===== config.mk =====
export PLATFORM = sky130hd
export DESIGN_NAME = dmem_arbiter
export DESIGN_NICKNAME = d
export VERILOG_FILES = /design/src/rtl/dmem_arbiter.sv
export SDC_FILE = /design/constraint.sdc
export NUM_CORES = 1
export LEC_CHECK = 0
export ABC_CLOCK_PERIOD_IN_PS = 2290
export CAP_MARGIN = 0
export CORE_MARGIN = 4
export CORE_UTILIZATION = 37
export CTS_BUF_LIST = sky130_fd_sc_hd__clkbuf_4 sky130_fd_sc_hd__clkbuf_8
export DETAILED_ROUTE_END_ITERATION = 8
export PLACE_DENSITY = 0.78
export SETUP_SLACK_MARGIN = 0.3
export SLEW_MARGIN = 20
export SYNTH_ARGS = -nofsm -noshare
export SYNTH_HDL_FRONTEND = slang
export SYNTH_SLANG_ARGS = --single-unit

===== constraint.sdc =====
create_clock -name clk -period 2.29 [get_ports clk]
set_clock_uncertainty 0.2 [all_clocks]
set_input_delay 0.458 -clock clk [delete_from_list [all_inputs] [get_ports clk]]
set_output_delay 0.458 -clock clk [all_outputs]
set_load 0.05 [all_outputs]

===== src/rtl/dmem_arbiter.sv =====
// Purpose: round-robin arbiter/sequencer giving two requesters turns on a single-port data memory.
// Latency: write 3 cycles, read 4 cycles, out-of-range 2 cycles from the IDLE cycle that sees req to IDLE again.
// Backpressure: one transaction in flight; the losing port's req stays pending until it is granted and acked.
module dmem_arbiter #(
    parameter int WIDTH = 32,
    parameter int DEPTH = 16
) (
    input  logic             clk,
    input  logic             rst,
    input  logic             req0,
    input  logic             req1,
    input  logic             we0,
    input  logic             we1,
    input  logic [WIDTH-1:0] addr0,
    input  logic [WIDTH-1:0] addr1,
    input  logic [WIDTH-1:0] wdata0,
    input  logic [WIDTH-1:0] wdata1,
    output logic             ack0,
    output logic             ack1,
    output logic             err0,
    output logic             err1,
    output logic [WIDTH-1:0] rdata0,
    output logic [WIDTH-1:0] rdata1,
    output logic             MemRead,
    output logic             MemWrite,
    output logic [WIDTH-1:0] Address,
    output logic [WIDTH-1:0] WD,
    input  logic [WIDTH-1:0] RD
);

    localparam logic [WIDTH-1:0] DEPTH_W = WIDTH'(DEPTH);

    typedef enum logic [2:0] {IDLE, WRITE, READ, CAPTURE, ACK} state_t;

    state_t           state_q, state_d;
    logic             last_q, last_d;
    logic             port_q, port_d;
    logic             we_q, we_d;
    logic [WIDTH-1:0] addr_q, addr_d;
    logic [WIDTH-1:0] wdata_q, wdata_d;
    logic             err_q, err_d;
    logic             gnt;

    logic             mem_read_q, mem_read_d;
    logic             mem_write_q, mem_write_d;
    logic [WIDTH-1:0] address_q, address_d;
    logic [WIDTH-1:0] wd_q, wd_d;
    logic             ack0_q, ack0_d, ack1_q, ack1_d;
    logic             err0_q, err0_d, err1_q, err1_d;
    logic [WIDTH-1:0] rdata0_q, rdata0_d, rdata1_q, rdata1_d;

    // State register; reset aborts whatever transaction is in flight.
    always_ff @(posedge clk) begin
        if (rst) state_q <= IDLE;
        else     state_q <= state_d;
    end

    // Arbitration, request capture, next state, and next values of every registered output.
    always_comb begin
        state_d  = state_q;
        last_d   = last_q;
        port_d   = port_q;
        we_d     = we_q;
        addr_d   = addr_q;
        wdata_d  = wdata_q;
        err_d    = err_q;
        gnt      = 1'b0;
        rdata0_d = rdata0_q;
        rdata1_d = rdata1_q;

        case (state_q)
            IDLE: begin
                if (req0 || req1) begin
                    // On a tie the port that did not win last time gets the grant.
                    gnt     = (req0 && req1) ? ~last_q : req1;
                    port_d  = gnt;
                    last_d  = gnt;
                    we_d    = gnt ? we1    : we0;
                    addr_d  = gnt ? addr1  : addr0;
                    wdata_d = gnt ? wdata1 : wdata0;
                    err_d   = (addr_d >= DEPTH_W);
                    if (err_d)     state_d = ACK;
                    else if (we_d) state_d = WRITE;
                    else           state_d = READ;
                end
            end
            WRITE:   state_d = ACK;
            READ:    state_d = CAPTURE;
            CAPTURE: begin
                state_d = ACK;
                // RD is valid the cycle after MemRead, i.e. now.
                if (port_q) rdata1_d = RD;
                else        rdata0_d = RD;
            end
            ACK:     state_d = IDLE;
            default: state_d = IDLE;
        endcase

        // Outputs are decoded from the next state so they leave the block registered.
        mem_write_d = (state_d == WRITE);
        mem_read_d  = (state_d == READ);
        address_d   = (mem_write_d || mem_read_d) ? addr_d : '0;
        wd_d        = mem_write_d ? wdata_d : '0;
        ack0_d      = (state_d == ACK) && !port_d;
        ack1_d      = (state_d == ACK) &&  port_d;
        err0_d      = ack0_d && err_d;
        err1_d      = ack1_d && err_d;
    end

    // Latched transaction fields, round-robin pointer and registered outputs.
    always_ff @(posedge clk) begin
        if (rst) begin
            last_q      <= 1'b1;
            port_q      <= 1'b0;
            we_q        <= 1'b0;
            addr_q      <= '0;
            wdata_q     <= '0;
            err_q       <= 1'b0;
            mem_read_q  <= 1'b0;
            mem_write_q <= 1'b0;
            address_q   <= '0;
            wd_q        <= '0;
            ack0_q      <= 1'b0;
            ack1_q      <= 1'b0;
            err0_q      <= 1'b0;
            err1_q      <= 1'b0;
            rdata0_q    <= '0;
            rdata1_q    <= '0;
        end else begin
            last_q      <= last_d;
            port_q      <= port_d;
            we_q        <= we_d;
            addr_q      <= addr_d;
            wdata_q     <= wdata_d;
            err_q       <= err_d;
            mem_read_q  <= mem_read_d;
            mem_write_q <= mem_write_d;
            address_q   <= address_d;
            wd_q        <= wd_d;
            ack0_q      <= ack0_d;
            ack1_q      <= ack1_d;
            err0_q      <= err0_d;
            err1_q      <= err1_d;
            rdata0_q    <= rdata0_d;
            rdata1_q    <= rdata1_d;
        end
    end

    assign MemRead  = mem_read_q;
    assign MemWrite = mem_write_q;
    assign Address  = address_q;
    assign WD       = wd_q;
    assign ack0     = ack0_q;
    assign ack1     = ack1_q;
    assign err0     = err0_q;
    assign err1     = err1_q;
    assign rdata0   = rdata0_q;
    assign rdata1   = rdata1_q;

endmodule


* Yosys cells after proc, flatten, opt, wreduce, memory -nomap -nowiden *
Index checks and enable logic that the tools add are counted.

storage, ports and cells
  output and inout bits = 134
  bits of input ports = 166
  logic and storage cells = 58
  bits in registers = 204

operators by class
  reduce and logical (&&, ||, !) cells = 15
  magnitude comparators = 1
  multiplexer cells = 16
  equal/unequal tests = 6
  bitwise logic cells = 4

operator list
  kind                                                                    number
  32-bit two-way mux                                                      6
  32-bit by 5-bit >= comparator with 1-bit output, second input constant  1
  3-bit by 2-bit == test with 1-bit output, second input constant         3
  3-bit case mux with 3 select lines                                      1
  3-bit by 1-bit == test with 1-bit output, second input constant         2
  1-bit two-way mux                                                       6
  3-bit two-way mux                                                       2
  2-bit AND reduction                                                     3
  2-bit OR reduction                                                      3
  1-bit logical AND                                                       5
  1-bit inverter                                                          4
  3-bit == test, second input constant                                    1
  3-bit logical NOT                                                       1
  1-bit logical OR                                                        2
  2-bit two-way mux                                                       1
  1-bit logical NOT                                                       1

* Longest topological paths before layout *
Gate-level depths: netlist (run 1).

  depth in word-level cells = 11
  depth in mapped cells = 8

* Worst setup path after synthesis (run 1) *
OpenSTA, ideal clock, no wires.

  path type = input to register
  start = input addr0[15]
  end = register wd_q[10], in the netlist WD[10]
  cell stages on the path = 7
  path slack = 0.225 ns
  setup time = 0.064 ns
  buffers on the path = 2
  arrival time = 1.801 ns
  required time = 2.026 ns
  path through = nor4_1 -> nand4_1 -> o22a_1 -> or3_1 -> buf_2 -> buf_6 -> nor2_1

between the ends
  word-level cells in the longest chain between the ends = 8

ends and longest elaborated chain
  item                                             RTL line  text
  from (decl)                                      14        input logic [WIDTH-1:0] addr0,
  32-bit two-way mux                               79        addr_d = gnt ? addr1 : addr0;
  32-bit by 5-bit >= comparator with 1-bit output  81        err_d = (addr_d >= DEPTH_W);
  3-bit two-way mux                                82        if (err_d) state_d = ACK;
  3-bit two-way mux                                73        if (req0 || req1) begin
  3-bit case mux with 3 select lines               71        case (state_q)
  3-bit by 1-bit == test with 1-bit output         100       mem_write_d = (state_d == WRITE);
  1-bit inverter (no line)                         -
  2-bit OR reduction (no line)                     -
  to (signal assigned)                             139       wd_q <= wd_d;
  to (decl)                                        47        logic [WIDTH-1:0] wd_q, wd_d;

Every way passes these cells.
A chain may end at the register's enable or synchronous reset.

* Worst setup path after layout (run 1) *
  start = input addr1[19]
  end = register wd_q[0], in the netlist WD[0]

between the ends
  word-level cells in the longest chain between the ends = 8

ends and longest elaborated chain
  item                                             RTL line  text
  from (decl)                                      15        input logic [WIDTH-1:0] addr1,
  32-bit two-way mux                               79
  32-bit by 5-bit >= comparator with 1-bit output  81
  3-bit two-way mux                                82
  3-bit two-way mux                                73
  3-bit case mux with 3 select lines               71
  3-bit by 1-bit == test with 1-bit output         100
  1-bit inverter (no line)                         -
  2-bit OR reduction (no line)                     -

Every way passes these cells.

==> results.md, run 1 <==
* CP Class: primary input to flop
* CP Data Arrival Time at between 2 and 2.5 ns
* Number of global-route vias before repair at a little over 5000
* Clock power share at between 30% and 40%
* Port Buffers at 299
* Avg Inst Size Synth at ~9 um2
* Min-Delay Endpoint: wdata_q[31]$_SDFF_PP0_
* CP Max Fanout at 4
* Hold Violations, Final at 0
* Power Dens Cells at roughly 600 nW/um2
* I/O pins at 300
* Die area at 15000 um2
* CP max stage delay at about 0.45 ns
* RSZ-0062 raised after global routing: yes
* Worst-path cell chain: dlygate4sd2_1 -> nor4_2 -> nand4_1 -> o22a_1 -> or3_4 -> buf_12 -> buf_16 -> nor2_4
* P_sw at about 1.3 mW
* Total wire length at approximately 19000 um
* Clk_lat worst skew at 0.43 ns
* Post-synth EDFFs at 0
* Post-route cell area at about 8700 um2
* Startpoint Class: primary input
* CTS tree: yes
* Max stage delay cell, worst path: or3_4
* Synth Flop Type: dfxtp_1
* Final antenna-violating net count at 0
* Routability cong. at roughly 0.85
* Global-route wire length before repair at 27800 um
* Commonest cells after routing, fill and taps aside: nand2_1, dfxtp_1, clkdlybuf4s50_1, a21oi_1, clkdlybuf4s15_1
* Final hold slack at roughly 0.17 ns
* Critical Path RT at approximately 2.5 ns
* Outcome: finished, final reports clean
* Vias at 4971
* Gr busiest metal: met2
* Max Cap Violations at 0
* Placed cells at approximately 1000
* Starting density of the core at about two fifths
* Cell count after synthesis at roughly 530
* Asr flop ratio synth at 0%
* Met3 GRT Util at under 10%
* YS warnings at 0
* Max VDD drop at 755 uV
* Most common library cell in the layout ignoring fill and taps: nand2_1
* M1 GR Usage at roughly 27%
* P_leak at ~3.7 nW
* Critical path endpoint category: flop
* Deepest clock path buffer count at 2
* Final setup vio count at 0
* Hold path depth at 2
* Slew @ Worst Pin at roughly 0.53 ns
* Clock root cell: clkbuf_8
* Final worst setup slack at about 0.29 ns
* Reg-to-Reg Start: last_q$_SDFFE_PP1P_
* Worst Path Buf+Inv at 3
* Reg clk slew, reported paths at about 0.07 ns
* CTS Buf Count at 17
* Cell Count, Final, Fillers Out at 1047
* Final Critical Period at between 2 and 2.5 ns
* CP top delay family: simple AND/OR/NAND/NOR gates
* Largest net degree at the start of global routing at 42
* Initial antenna violation count at 1
* Post-Place Worst Slack at -0.477 ns
* Register bit count reported by yosys at between 100 and 150
* # rows at between 40 and 50
* Synth Cell Area at between 4000 and 5000 um2
* Fmax at 499 MHz
* Overall Global Routing Usage at 24.4%
* Worst min path class: primary input to flop
* Int Power at roughly 3.9 mW
* Die Y-Extent at ~120 um
* Sequential share of power at about 49%
* Reg2Reg Depth at 7
* Layout cell share with drive strength beyond 1 at between 20% and 30%
* Post-synth cell types at 33
* Die W at between 100 and 150 um
* H-tree Lvls at 4
* Layout area overhead at 79.6%
* DP Area at roughly 8200 um2
* Grt total ovfl at 0
* Switching Share at about 26%
* Final nets at approximately 1000
* DR pass1 iterations at 4
* Combinational share of power at around 13%
* Setup slack, reg-to-reg at 0.30 ns
* Hold path start: rst
* DR WL/cell at approximately 18 um
* Core region area at ~13000 um2
* DR DRC count at 0
* Initial DRC count at between 200 and 300
* DR vias/cell at 4.75
* Sink Count at around 150
* Worst R2R End: WD[0]$_SDFF_PP0_
* GRT met2 Usage at a little over two fifths
* Diodes inserted at 0
* Max-slew headroom at between 60% and 70%
* Final HPWL DP at 13800 um
* Final Cycle Share at between 80 and 90%
* Max Slew Vio Count at 0
* Seq/Total Area, Yosys at between 50% and 60%
worst max-delay path by stage:
stage | from | cells after the start | slack (ns) | endpoint
3_5_place_dp | addr0[6] | 7 | -0.48 | WD[20]$_SDFF_PP0_
3_3_place_gp | addr0[6] | 7 | -0.43 | WD[25]$_SDFF_PP0_
6_report | addr1[19] | 8 | 0.29 | WD[0]$_SDFF_PP0_
5_1_grt | addr1[19] | 8 | 0.29 | WD[31]$_SDFF_PP0_
2_1_floorplan | addr0[22] | 7 | 0.24 | WD[10]$_SDFF_PP0_
4_1_cts | rdata1[31]$_SDFFE_PP0P_ | 1 | 0.24 | rdata1[31]
kinds of logic after synthesis:
kind of cell	Yosys count	share of synthesized area, %
compound gates	85	10.3
buf+inv	44	4.05
flops	145	59.9
mux	33	6.84
other cells	1	0.0773
simple gates	221	18.9
cell type report:
class,instances,area [um2]
fill,1008,4010
clock inverter,15,161
sequential,145,2910
clock buffer,17,234
inverter,4,15.0
timing repair buffer,327,3080
multi-input combinational,367,2100
tap,172,215
registers in the layout (all words and copies together), names as in the netlist:
register and count:
Address 32, port_q 1, rdata1 32, ack1 1, WD 32, addr_q 4, wdata_q 1, MemRead 1
last_q 1, state_q 3, err0 1, err_q 1, MemWrite 1, err1 1, ack0 1, rdata0 32
power by group through the flow:
stage / logic [mW] / clock network, mW / registers, mW
2_1_floorplan: 0.157 / 0 / 2.75
3_3_place_gp: 0.657 / 0 / 2.64
3_5_place_dp: 0.669 / 0 / 2.64
4_1_cts: 0.648 / 2.03 / 2.58
5_1_grt: 0.705 / 2.14 / 2.59
6_report: 0.667 / 1.98 / 2.58
worst register-to-register path, stage by stage (launching register included):
cell	delay [ns]
dfxtp_4	0.38
a21bo_4	0.15
nand4_1	0.11
o22a_1	0.26
or3_4	0.45
buf_12	0.17
buf_16	0.13
nor2_4	0.09
metal layers:
layer	vias to the layer above	share of wire (%)
li1	2394	-
met4	0	2.3
met2	194	53
met5	-	0
met3	35	7.7
met1	2348	37
synthesized netlist by cell type, types with 2 or more instances:
master / number / area [um2]
nand2_1: 147 / 552
dfxtp_1: 145 / 2900
a21oi_1: 67 / 335
nor2_1: 42 / 158
mux2i_1: 32 / 320
clkbuf_1: 27 / 101
nor4_1: 16 / 100
buf_2: 7 / 35.0
inv_1: 4 / 15.0
nand4_1: 4 / 25.0
nor2b_1: 4 / 25.0
a311oi_1: 3 / 26.3
buf_1: 3 / 11.3
buf_6: 3 / 33.8
nor3_1: 3 / 15.0
a221o_1: 2 / 20.0
a22oi_1: 2 / 15.0
o21ai_0: 2 / 10.0
or3_1: 2 / 12.5
repair_timing:
| item | CTS | global route |
|---|---|---|
| hold buffers | 0 | 0 |
| setup endpoints to repair | 172 | 110 |
| buffers inserted | 4 | 1 |
| cloned | 3 | 0 |
| gates resized for setup | 332 | 133 |
| pin swaps | 22 | 35 |
through the flow:
step | total power [mW] | setup TNS, ns | utilization [%]
global route | 5.44 | 0 | 68.5
finish | 5.23 | 0 | 68.5
global placement | 3.30 | -17.24 | 64.1
floorplan | 2.90 | 0 | -
detailed placement | 3.31 | -17.36 | 64.1
CTS | 5.26 | 0 | 68.7
No activity file was read; power rests on OpenSTA's default activity.
==> run 2: changes to the inputs <==
--- a/config.mk
+++ b/config.mk
@@ -12,7 +12,6 @@
 export CTS_BUF_LIST = sky130_fd_sc_hd__clkbuf_4 sky130_fd_sc_hd__clkbuf_8
 export DETAILED_ROUTE_END_ITERATION = 8
 export PLACE_DENSITY = 0.78
-export SETUP_SLACK_MARGIN = 0.3
 export SLEW_MARGIN = 20
 export SYNTH_ARGS = -nofsm -noshare
 export SYNTH_HDL_FRONTEND = slang
==> results.md, run 2 (synthesized netlist as in run 1, its figures left out) <==
* CP Data Arrival Time at 1.59 ns
* Layout area overhead at 77.7%
* # rows at slightly above 40
* Max VDD drop at ~590 uV
* Worst Path Buf+Inv at 1
* DR vias/cell at between 4 and 5
* Crit path depth at 1
* CP max stage delay at approximately 0.81 ns
* DR pass1 iterations at 4
* Clk_lat worst skew at around 0.44 ns
* Critical path endpoint category: output pin
* Sequential share of power at 51.1%
* Reg clk slew, reported paths at 0.09 ns
* CP top delay family: buffers and inverters
* Die area at about 15000 um2
* CTS Buf Count at 17
* Final antenna-violating net count at 0
* Startpoint Class: flop
* P_sw at around 1.3 mW
* Global-route wire length before repair at between 20000 and 30000 um
* Commonest cells after routing, fill and taps aside: clkdlybuf4s50_1, nand2_1, dfxtp_1, a21oi_1, dlymetal6s2s_1
* Hold Buf Count CTS at 0
* Vias at 4876
* Final worst setup slack at roughly 0.044 ns
* Overall Global Routing Usage at approximately 22%
* Power Dens Cells at approximately 590 nW/um2
* Final HPWL DP at ~13000 um
* Core region area at 12700 um2
* Int Power at between 3 and 4 mW
* Total wire length at ~17000 um
* Number of global-route vias before repair at roughly 5000
* Port Buffers at about 300
* Max Slew Vio Count at 0
* Max stage delay cell, worst path: clkdlybuf4s50_1
* Initial antenna violation count at 0
* Die W at 122 um
* Initial DRC count at approximately 240
* Reg2Reg Depth at 6
* DR DRC count at 0
* Die Y-Extent at between 100 and 150 um
* Fill cells at 1006
* DR WL/cell at ~16 um
* Fmax at between 400 and 500 MHz
* Placed cells at 1005
* Slew @ Worst Pin at 0.578 ns
* Grt total ovfl at 0
* Final setup vio count at 0
* CP Max Fanout at 1
* Clock power share at 35.8%
* Hold path depth at 2
* DP Area at 8140 um2
* Sink Count at 145
* Hold Violations, Final at 0
* Cell Count, Final, Fillers Out at between 1000 and 1500
* Largest net degree at the start of global routing at 80
* Post-Place Worst Slack at -0.353 ns
* CTS tree: yes
* Critical Path RT at approximately 1.6 ns
* Deepest clock path buffer count at 2
* Final nets at 1018
* Switching Share at 24.8%
* Starting density of the core at between 30% and 40%
* Routability cong. at approximately 0.9
* CP Class: flop to output pin
* Worst-path cell chain: clkdlybuf4s50_1
* Final Cycle Share at 98.1%
* Combinational share of power at between 10% and 20%
* Max-slew headroom at around 62%
* Post-CTS Repair Setup Buffers at 0
* Max Cap Violations at 0
* Layout cell share with drive strength beyond 1 at approximately 7.2%
* Clock root cell: clkbuf_8
* P_leak at ~4.5 nW
* Final Critical Period at between 2 and 2.5 ns
* Most common library cell in the layout ignoring fill and taps: clkdlybuf4s50_1
* I/O pins at 300
* Worst min path class: flop to flop
* Outcome: finished, final reports clean
* Post-route cell area at 8620 um2
* H-tree Lvls at 4
==> run 2: cell count changes in the layout (fill, tap and decap cells not counted), moves of 7 or more <==
| cell | change |
|---|---|
| clkdlybuf4s15_1 | -57 |
| nor4_2 | -11 |
| nor4_1 | +13 |
| clkbuf_2 | -49 |
| clkdlybuf4s50_1 | +98 |
| nor2_1 | +17 |
| buf_4 | -7 |
| nor2_4 | -16 |
| dlymetal6s2s_1 | +42 |
| clkdlybuf4s15_2 | -34 |
==> run 2: routing by layer <==
metal  up-vias  wire length [um]  GRT usage (%)
met5         -                 0              0
met4         0               412           7.28
met3        37              1490           10.0
met2       197              8950           39.0
met1      2268              6250           23.7
li1       2374                 -              -
==> run 2: power groups by stage <==
stage                     combinational, mW  clock (mW)  sequential (mW)
after CTS                             0.662        1.86             2.58
after floorplan                       0.156           0             2.75
after global routing                  0.704        1.98             2.59
final                                 0.662        1.81             2.58
after global placement                0.647           0             2.64
after detailed placement              0.659           0             2.64
==> run 2: layout make-up <==
cell class | instances | area (um2) | area share (%)
clock buffer | 22 | 290 | 3.37
tap | 172 | 215 | 2.50
multi-input combinational | 367 | 1860 | 21.5
clock inverter | 10 | 78.8 | 0.915
sequential | 145 | 2900 | 33.7
antenna | 1 | 2.50 | 0.0290
timing repair buffer | 317 | 3260 | 37.8
inverter | 4 | 15.0 | 0.174
==> run 2: tightest hold or removal path, cell delays in order, from the launching register on <==
cell	delay, ns
dfxtp_1	0.31
nand2_1	0.05
a21oi_1	0.05
==> run 2: per-stage QoR <==
stage               util [%]  total power [mW]  TNS [ns]  hold WS (ns)
finish                  67.8              5.06         0         0.253
global route            67.7              5.28   -0.0131         0.271
CTS                     66.6              5.11         0         0.256
detailed placement      64.0              3.30    -12.63         0.246
global placement        64.0              3.29    -13.47         0.242
floorplan                  -              2.90         0         0.237
==> run 2: path summary, 6_finish.rpt <==
kind                          start                      to  slack (ns)
max               WD[21]$_SDFF_PP0_                  WD[21]        0.04
min          rdata0[7]$_SDFFE_PP0P_  rdata0[7]$_SDFFE_PP0P_        0.25
max reg2reg     last_q$_SDFFE_PP1P_        WD[5]$_SDFF_PP0_        0.29
min reg2reg  rdata0[7]$_SDFFE_PP0P_  rdata0[7]$_SDFFE_PP0P_        0.25
==> run 2: repair_timing <==
action	in CTS	in global routing
endpoints found under the setup margin	30	59
cloned	0	0
resized for setup	30	59
